**src/rtl/pc_fetch_ctrl.sv**
```systemverilog
// ---------------------------------------------------------------------------
// pc_fetch_ctrl
//   Fetch sequencer that owns the program counter. It issues instruction
//   memory reads over a req/ack handshake (at most one outstanding) and keeps
//   the fetched word in a one-entry buffer for decode. Redirect priority is
//   exception > jump > branch > sequential PC+4.
//
// Ports
//   clk, rst_n                  clock, asynchronous active-low reset
//   stall                       decode cannot take instr this cycle
//   exc                         exception redirect, target EXC_VECTOR
//   jump, jump_target           jump redirect and byte target
//   branch_taken, branch_target taken-branch redirect and byte target
//   imem_req, imem_addr         read request / byte address to imem
//   imem_ack, imem_rdata        read completion and instruction word
//   instr, instr_pc             buffered instruction and its byte address
//   instr_valid                 buffer holds an unconsumed instruction
//   pc                          address of the next instruction to fetch
// ---------------------------------------------------------------------------
module pc_fetch_ctrl #(
    parameter logic [31:0] RESET_PC   = 32'h0000_0000,
    parameter logic [31:0] EXC_VECTOR = 32'h0000_0180
) (
    input  logic        clk,
    input  logic        rst_n,
    input  logic        stall,
    input  logic        exc,
    input  logic        jump,
    input  logic [31:0] jump_target,
    input  logic        branch_taken,
    input  logic [31:0] branch_target,
    output logic        imem_req,
    output logic [31:0] imem_addr,
    input  logic        imem_ack,
    input  logic [31:0] imem_rdata,
    output logic [31:0] instr,
    output logic [31:0] instr_pc,
    output logic        instr_valid,
    output logic [31:0] pc
);

    typedef enum logic [1:0] {BOOT, IDLE, WAIT, DRAIN} state_e;

    state_e      state_q, state_d;
    logic [31:0] pc_q, pc_d;
    logic [31:0] req_addr_q, req_addr_d;
    logic [31:0] instr_q, instr_d;
    logic [31:0] instr_pc_q, instr_pc_d;
    logic        instr_valid_q, instr_valid_d;

    logic        redirect, issue, load, consume;
    logic [31:0] target;

    assign redirect = exc | jump | branch_taken;
    // Word-align every redirect target so pc[1:0] can never become nonzero.
    assign target   = (exc  ? EXC_VECTOR  :
                       jump ? jump_target : branch_target) & ~32'h3;

    // A new fetch may start only when the buffer will be free at the end of
    // this cycle; a redirect suppresses it since pc is about to change.
    assign issue    = (state_q == IDLE) & ~redirect & (~instr_valid_q | ~stall);
    assign consume  = instr_valid_q & ~stall;
    // In WAIT an ack coincident with a redirect carries a stale word: drop it.
    assign load     = imem_ack & (issue | ((state_q == WAIT) & ~redirect));

    // Request is combinational so a zero-wait memory sustains one fetch per
    // cycle; state is BOOT during reset, so imem_req drops immediately.
    assign imem_req  = issue | (state_q == WAIT) | (state_q == DRAIN);
    assign imem_addr = (state_q == IDLE) ? pc_q : req_addr_q;

    assign instr       = instr_q;
    assign instr_pc    = instr_pc_q;
    assign instr_valid = instr_valid_q;
    assign pc          = pc_q;

    always_comb begin
        state_d       = state_q;
        pc_d          = pc_q;
        req_addr_d    = req_addr_q;
        instr_d       = instr_q;
        instr_pc_d    = instr_pc_q;
        instr_valid_d = instr_valid_q;

        case (state_q)
            BOOT:  state_d = IDLE;
            IDLE: begin
                if (issue) begin
                    req_addr_d = pc_q;
                    if (!imem_ack) state_d = WAIT;
                end
            end
            WAIT: begin
                if (imem_ack)      state_d = IDLE;
                else if (redirect) state_d = DRAIN;
            end
            DRAIN: begin
                if (imem_ack) state_d = IDLE;
            end
            default: state_d = BOOT;
        endcase

        // In WAIT pc still equals req_addr (a redirect would have blocked the
        // load), so pc+4 is the correct sequential successor in both cases.
        if (redirect) begin
            pc_d          = target;
            instr_valid_d = 1'b0;
        end else if (load) begin
            instr_d       = imem_rdata;
            instr_pc_d    = imem_addr;
            instr_valid_d = 1'b1;
            pc_d          = pc_q + 32'd4;
        end else if (consume) begin
            instr_valid_d = 1'b0;
        end
    end

    always_ff @(posedge clk or negedge rst_n) begin
        if (!rst_n) begin
            state_q       <= BOOT;
            pc_q          <= RESET_PC;
            req_addr_q    <= RESET_PC;
            instr_q       <= 32'h0;
            instr_pc_q    <= 32'h0;
            instr_valid_q <= 1'b0;
        end else begin
            state_q       <= state_d;
            pc_q          <= pc_d;
            req_addr_q    <= req_addr_d;
            instr_q       <= instr_d;
            instr_pc_q    <= instr_pc_d;
            instr_valid_q <= instr_valid_d;
        end
    end

endmodule

```
**config.mk**
```make
export PLATFORM = sky130hd
export DESIGN_NAME = pc_fetch_ctrl
export DESIGN_NICKNAME = d
export VERILOG_FILES = /design/src/rtl/pc_fetch_ctrl.sv
export SDC_FILE = /design/constraint.sdc
export NUM_CORES = 1
export LEC_CHECK = 0
export ABC_CLOCK_PERIOD_IN_PS = 2200
export BUFFER_PORTS_ARGS = -buffer_cell sky130_fd_sc_hd__buf_4
export CORE_UTILIZATION = 50
export CTS_CLUSTER_DIAMETER = 150
export DETAILED_ROUTE_END_ITERATION = 7
export PLACE_DENSITY_LB_ADDON = 0.15
export SLEW_MARGIN = 30
export SYNTH_ARGS = -nofsm -noshare
export SYNTH_HDL_FRONTEND = slang
export SYNTH_SLANG_ARGS = --single-unit
```
**constraint.sdc**
```tcl
create_clock -name clk -period 2.2 [get_ports clk]
set_input_delay 0.44 -clock clk [delete_from_list [all_inputs] [get_ports clk]]
set_output_delay 0.44 -clock clk [all_outputs]
set_load 0.02 [all_outputs]
```
==> impl_metrics.json <==
{
  "outcome": "complete, but fails checks",
  "violations": "negative setup slack",
  "grt_max_degree": 53,
  "grt_pass1_vias": 5621,
  "drt_iter0_markers": 332,
  "critPathKind": "register to primary output",
  "synth-edff-count": 0,
  "clkTransAtPathRegs_ns": 0.05,
  "htreeDepth": 4,
  "period_share": 1.03,
  "synth_top_flop_cell": "dfrtp_1",
  "core-area_sq_um": 12200,
  "fin_nets": 910,
  "netlist_top_cells_area": "dfrtp_1, mux2_2, nor2_1, mux2i_1, o22a_1",
  "boundaryPins": 233,
  "ys_seq_area_frac": 0.492,
  "cts_buffer_depth": 2,
  "drtAntennaViolNets": 0,
  "setup_viol": 26,
  "min_period_ns": 2.26,
  "arrival_ns": 1.82,
  "pre_cts_ws_ns": 0.0525,
  "cts_tree": "done",
  "place.gp.congestion": 0.870,
  "grt_pass1_wl_mm": 28.3,
  "switching_share": 0.335,
  "p_int_w": 0.00681,
  "p_sw_w": 0.00344,
  "combPwrFrac": 0.422,
  "synth_common_cells": "dfrtp_1, mux2_2, nor2_1",
  "vdd_drop_max_mv": 0.881,
  "cts_made_buffers": 17,
  "antenna_found_initial": 0,
  "final_layout_size_suffix_gt1_frac": 0.545,
  "yosysTopAreaCellShare": 0.492,
  "crit_chain": "inv_2, ha_4, buf_16, mux2_2, buf_4",
  "vias": 5516,
  "cp_slowest_cell": "dfrtp_1",
  "firstDrtPassIters": 5,
  "die_area_sq_um": 13200,
  "crit_fanout": 9,
  "worstPathRequired_ns": 1.76,
  "synth.avg_cell_area_sq_um": 11.7,
  "clk-insertion-delay-late_ns": 0.42,
  "syn_area_sq_um": 6350,
  "yosys_warnings": 0,
  "fmax_mhz": 443,
  "yosysUniqueCellTypes": 62,
  "cts-root-buf": "clkbuf_16",
  "wl_per_cell_um": 18.9,
  "worstMarginPinSlew_ns": 0.515,
  "worst_slack_ns": -0.0594,
  "cts.sinks": 125,
  "slowest_delay_ns": 0.40,
  "start_util": 0.520,
  "die_h_um": 115,
  "yosysTopAreaCell": "dfrtp_1",
  "skew_ns": 0.00750,
  "hpwl_mm": 12.9,
  "hold_path_class": "primary input to register",
  "whs_ns": 0.253,
  "num_rows": 40,
  "power_w": 0.0102,
  "leakagePower_nw": 4.77,
  "critPathCaptureType": "primary output",
  "antenna_cells": 0,
  "fill_cells": 833,
  "worst_setup_path_start_kind": "register",
  "fp.dieW_um": 115,
  "drc": 0,
  "async_reset_ff_frac": 1.00,
  "place_area_sq_um": 8440,
  "clockPowerShare": 0.257,
  "seq_power_share": 0.321,
  "power_density_nw_per_um2": 1090,
  "wirelength_mm": 18.6,
  "via_per_inst": 5.62,
  "grt.overflow.total": 0,
  "finalMaxSlewViolations": 0,
  "areaGrowthSynthToFinish_pct": 47.4,
  "post-synth-top-count-cell": "dfrtp_1",
  "ys_ff_latch": 125,
  "track_usage": 0.285,
  "hold_violations": 0,
  "io_buffers": 222,
  "synth_cells": 542,
  "rsz0062_at_grt": "true",
  "relSlewSlack": 0.656,
  "final_area_sq_um": 9360,
  "cap_violations": 0
}
critical path: cells and delay by family, from the launching register on:
family                   cells  cell delay (ns)
buffers and inverters        3             0.42
multiplexers                 1             0.35
flip-flops                   1             0.40
adder cells (fa/ha/maj)      1             0.24
stage by stage:
| step | instances | TNS [ns] | utilization |
|---|---|---|---|
| after floorplan | 547 | 0 | - |
| after global placement | 942 | 0 | 0.691 |
| after detailed placement | 942 | 0 | 0.691 |
| after CTS | 977 | -0.291 | 0.749 |
| after global routing | 982 | -2.43 | 0.767 |
| final | 982 | -0.791 | 0.767 |
power by group through the flow:
stage	clock network, W	logic [W]	registers (W)
after floorplan	0	0.00154	0.00385
after global placement	0	0.00363	0.00326
after detailed placement	0	0.00371	0.00331
after CTS	0.00267	0.00403	0.00328
after global routing	0.00277	0.00455	0.00337
final	0.00263	0.00432	0.00329
worst paths after layout:
check / startpoint / end / slack, ns / depth (start not counted)
setup / recovery: state_q[1] / imem_addr[6] / -0.06 / 5
hold / removal: imem_rdata[12] / instr[12] / 0.25 / 2
setup reg to reg: state_q[0] / pc[29] / 0.11 / 7
hold reg to reg: req_addr_q[24] / req_addr_q[24] / 0.49 / 2
max in group asynchronous: rst_n / pc[29] / 0.99 / 3
min in group asynchronous: rst_n / instr_pc[2] / 0.54 / 2
registers in the layout, summed over array words and instances (netlist names):
register and count:
req_addr_q 30, instr_pc 30, instr_valid 1, pc 30, state_q 2, instr 32
kinds of logic (layout without fill, tap and decap cells):
group,count (synthesis),in the layout,share of synthesized area
AO/OA/AOI/OAI,100,100,0.113
adder cells (fa/ha/maj),5,5,0.00985
AND/OR/NAND/NOR,121,121,0.100
multiplexers,138,138,0.241
flip-flops,125,125,0.492
other,1,6,0.000590
buffers and inverters,47,314,0.0358
XOR/XNOR,5,5,0.00690
cell type report:
class / count / area [sq um] / area share
multi-input cells: 375 / 3140 / 0.336
flip-flops and latches: 125 / 3130 / 0.334
repair buffers: 275 / 2290 / 0.245
clock buffers: 25 / 495 / 0.0529
well taps: 168 / 210 / 0.0225
clock inverters: 6 / 60.1 / 0.00642
inverters: 8 / 30.0 / 0.00321
cell usage in the layout, fill, tap and decap left out, types with 4 or more instances in the layout:
master | Yosys | routed
nand2_1 | 17 | 15
mux2_2 | 122 | 99
buf_6 | 1 | 28
mux2i_1 | 16 | 16
nor3_1 | 11 | 11
clkbuf_8 | 0 | 4
nor2_1 | 45 | 44
nor4_1 | 6 | 6
dfrtp_1 | 125 | 124
mux2_4 | 0 | 23
o21ai_0 | 8 | 8
a22oi_1 | 10 | 10
buf_4 | 7 | 237
o21a_1 | 6 | 5
inv_1 | 8 | 7
and3_1 | 6 | 6
a21oi_1 | 18 | 18
conb_1 | 1 | 6
buf_12 | 0 | 6
o31ai_1 | 4 | 4
clkbuf_1 | 17 | 4
o22ai_1 | 5 | 5
clkbuf_16 | 0 | 18
nand3_1 | 10 | 9
ha_1 | 5 | 4
a31oi_1 | 9 | 9
o22a_1 | 11 | 11
a211oi_1 | 5 | 5
repair_timing:
action                                  4_1_cts  5_1_grt
buffers inserted                              2        4
gates cloned                                  1        1
pin swaps                                     0        1
resized for setup                            25       45
endpoints found under the setup margin       30      111
endpoints found under the hold margin        12        0
hold buffers                                  1        0
per-layer routing:
metal  routed length, um  track usage  up-vias  part of all wire
li1                    -            -     2523                 -
met4                 307        0.108        0             0.017
met2                9520        0.485      226              0.51
met1                7570        0.356     2739              0.41
met5                   0            0        -                 0
met3                1150       0.0635       28             0.062
(Power assumes the default switching activity.)
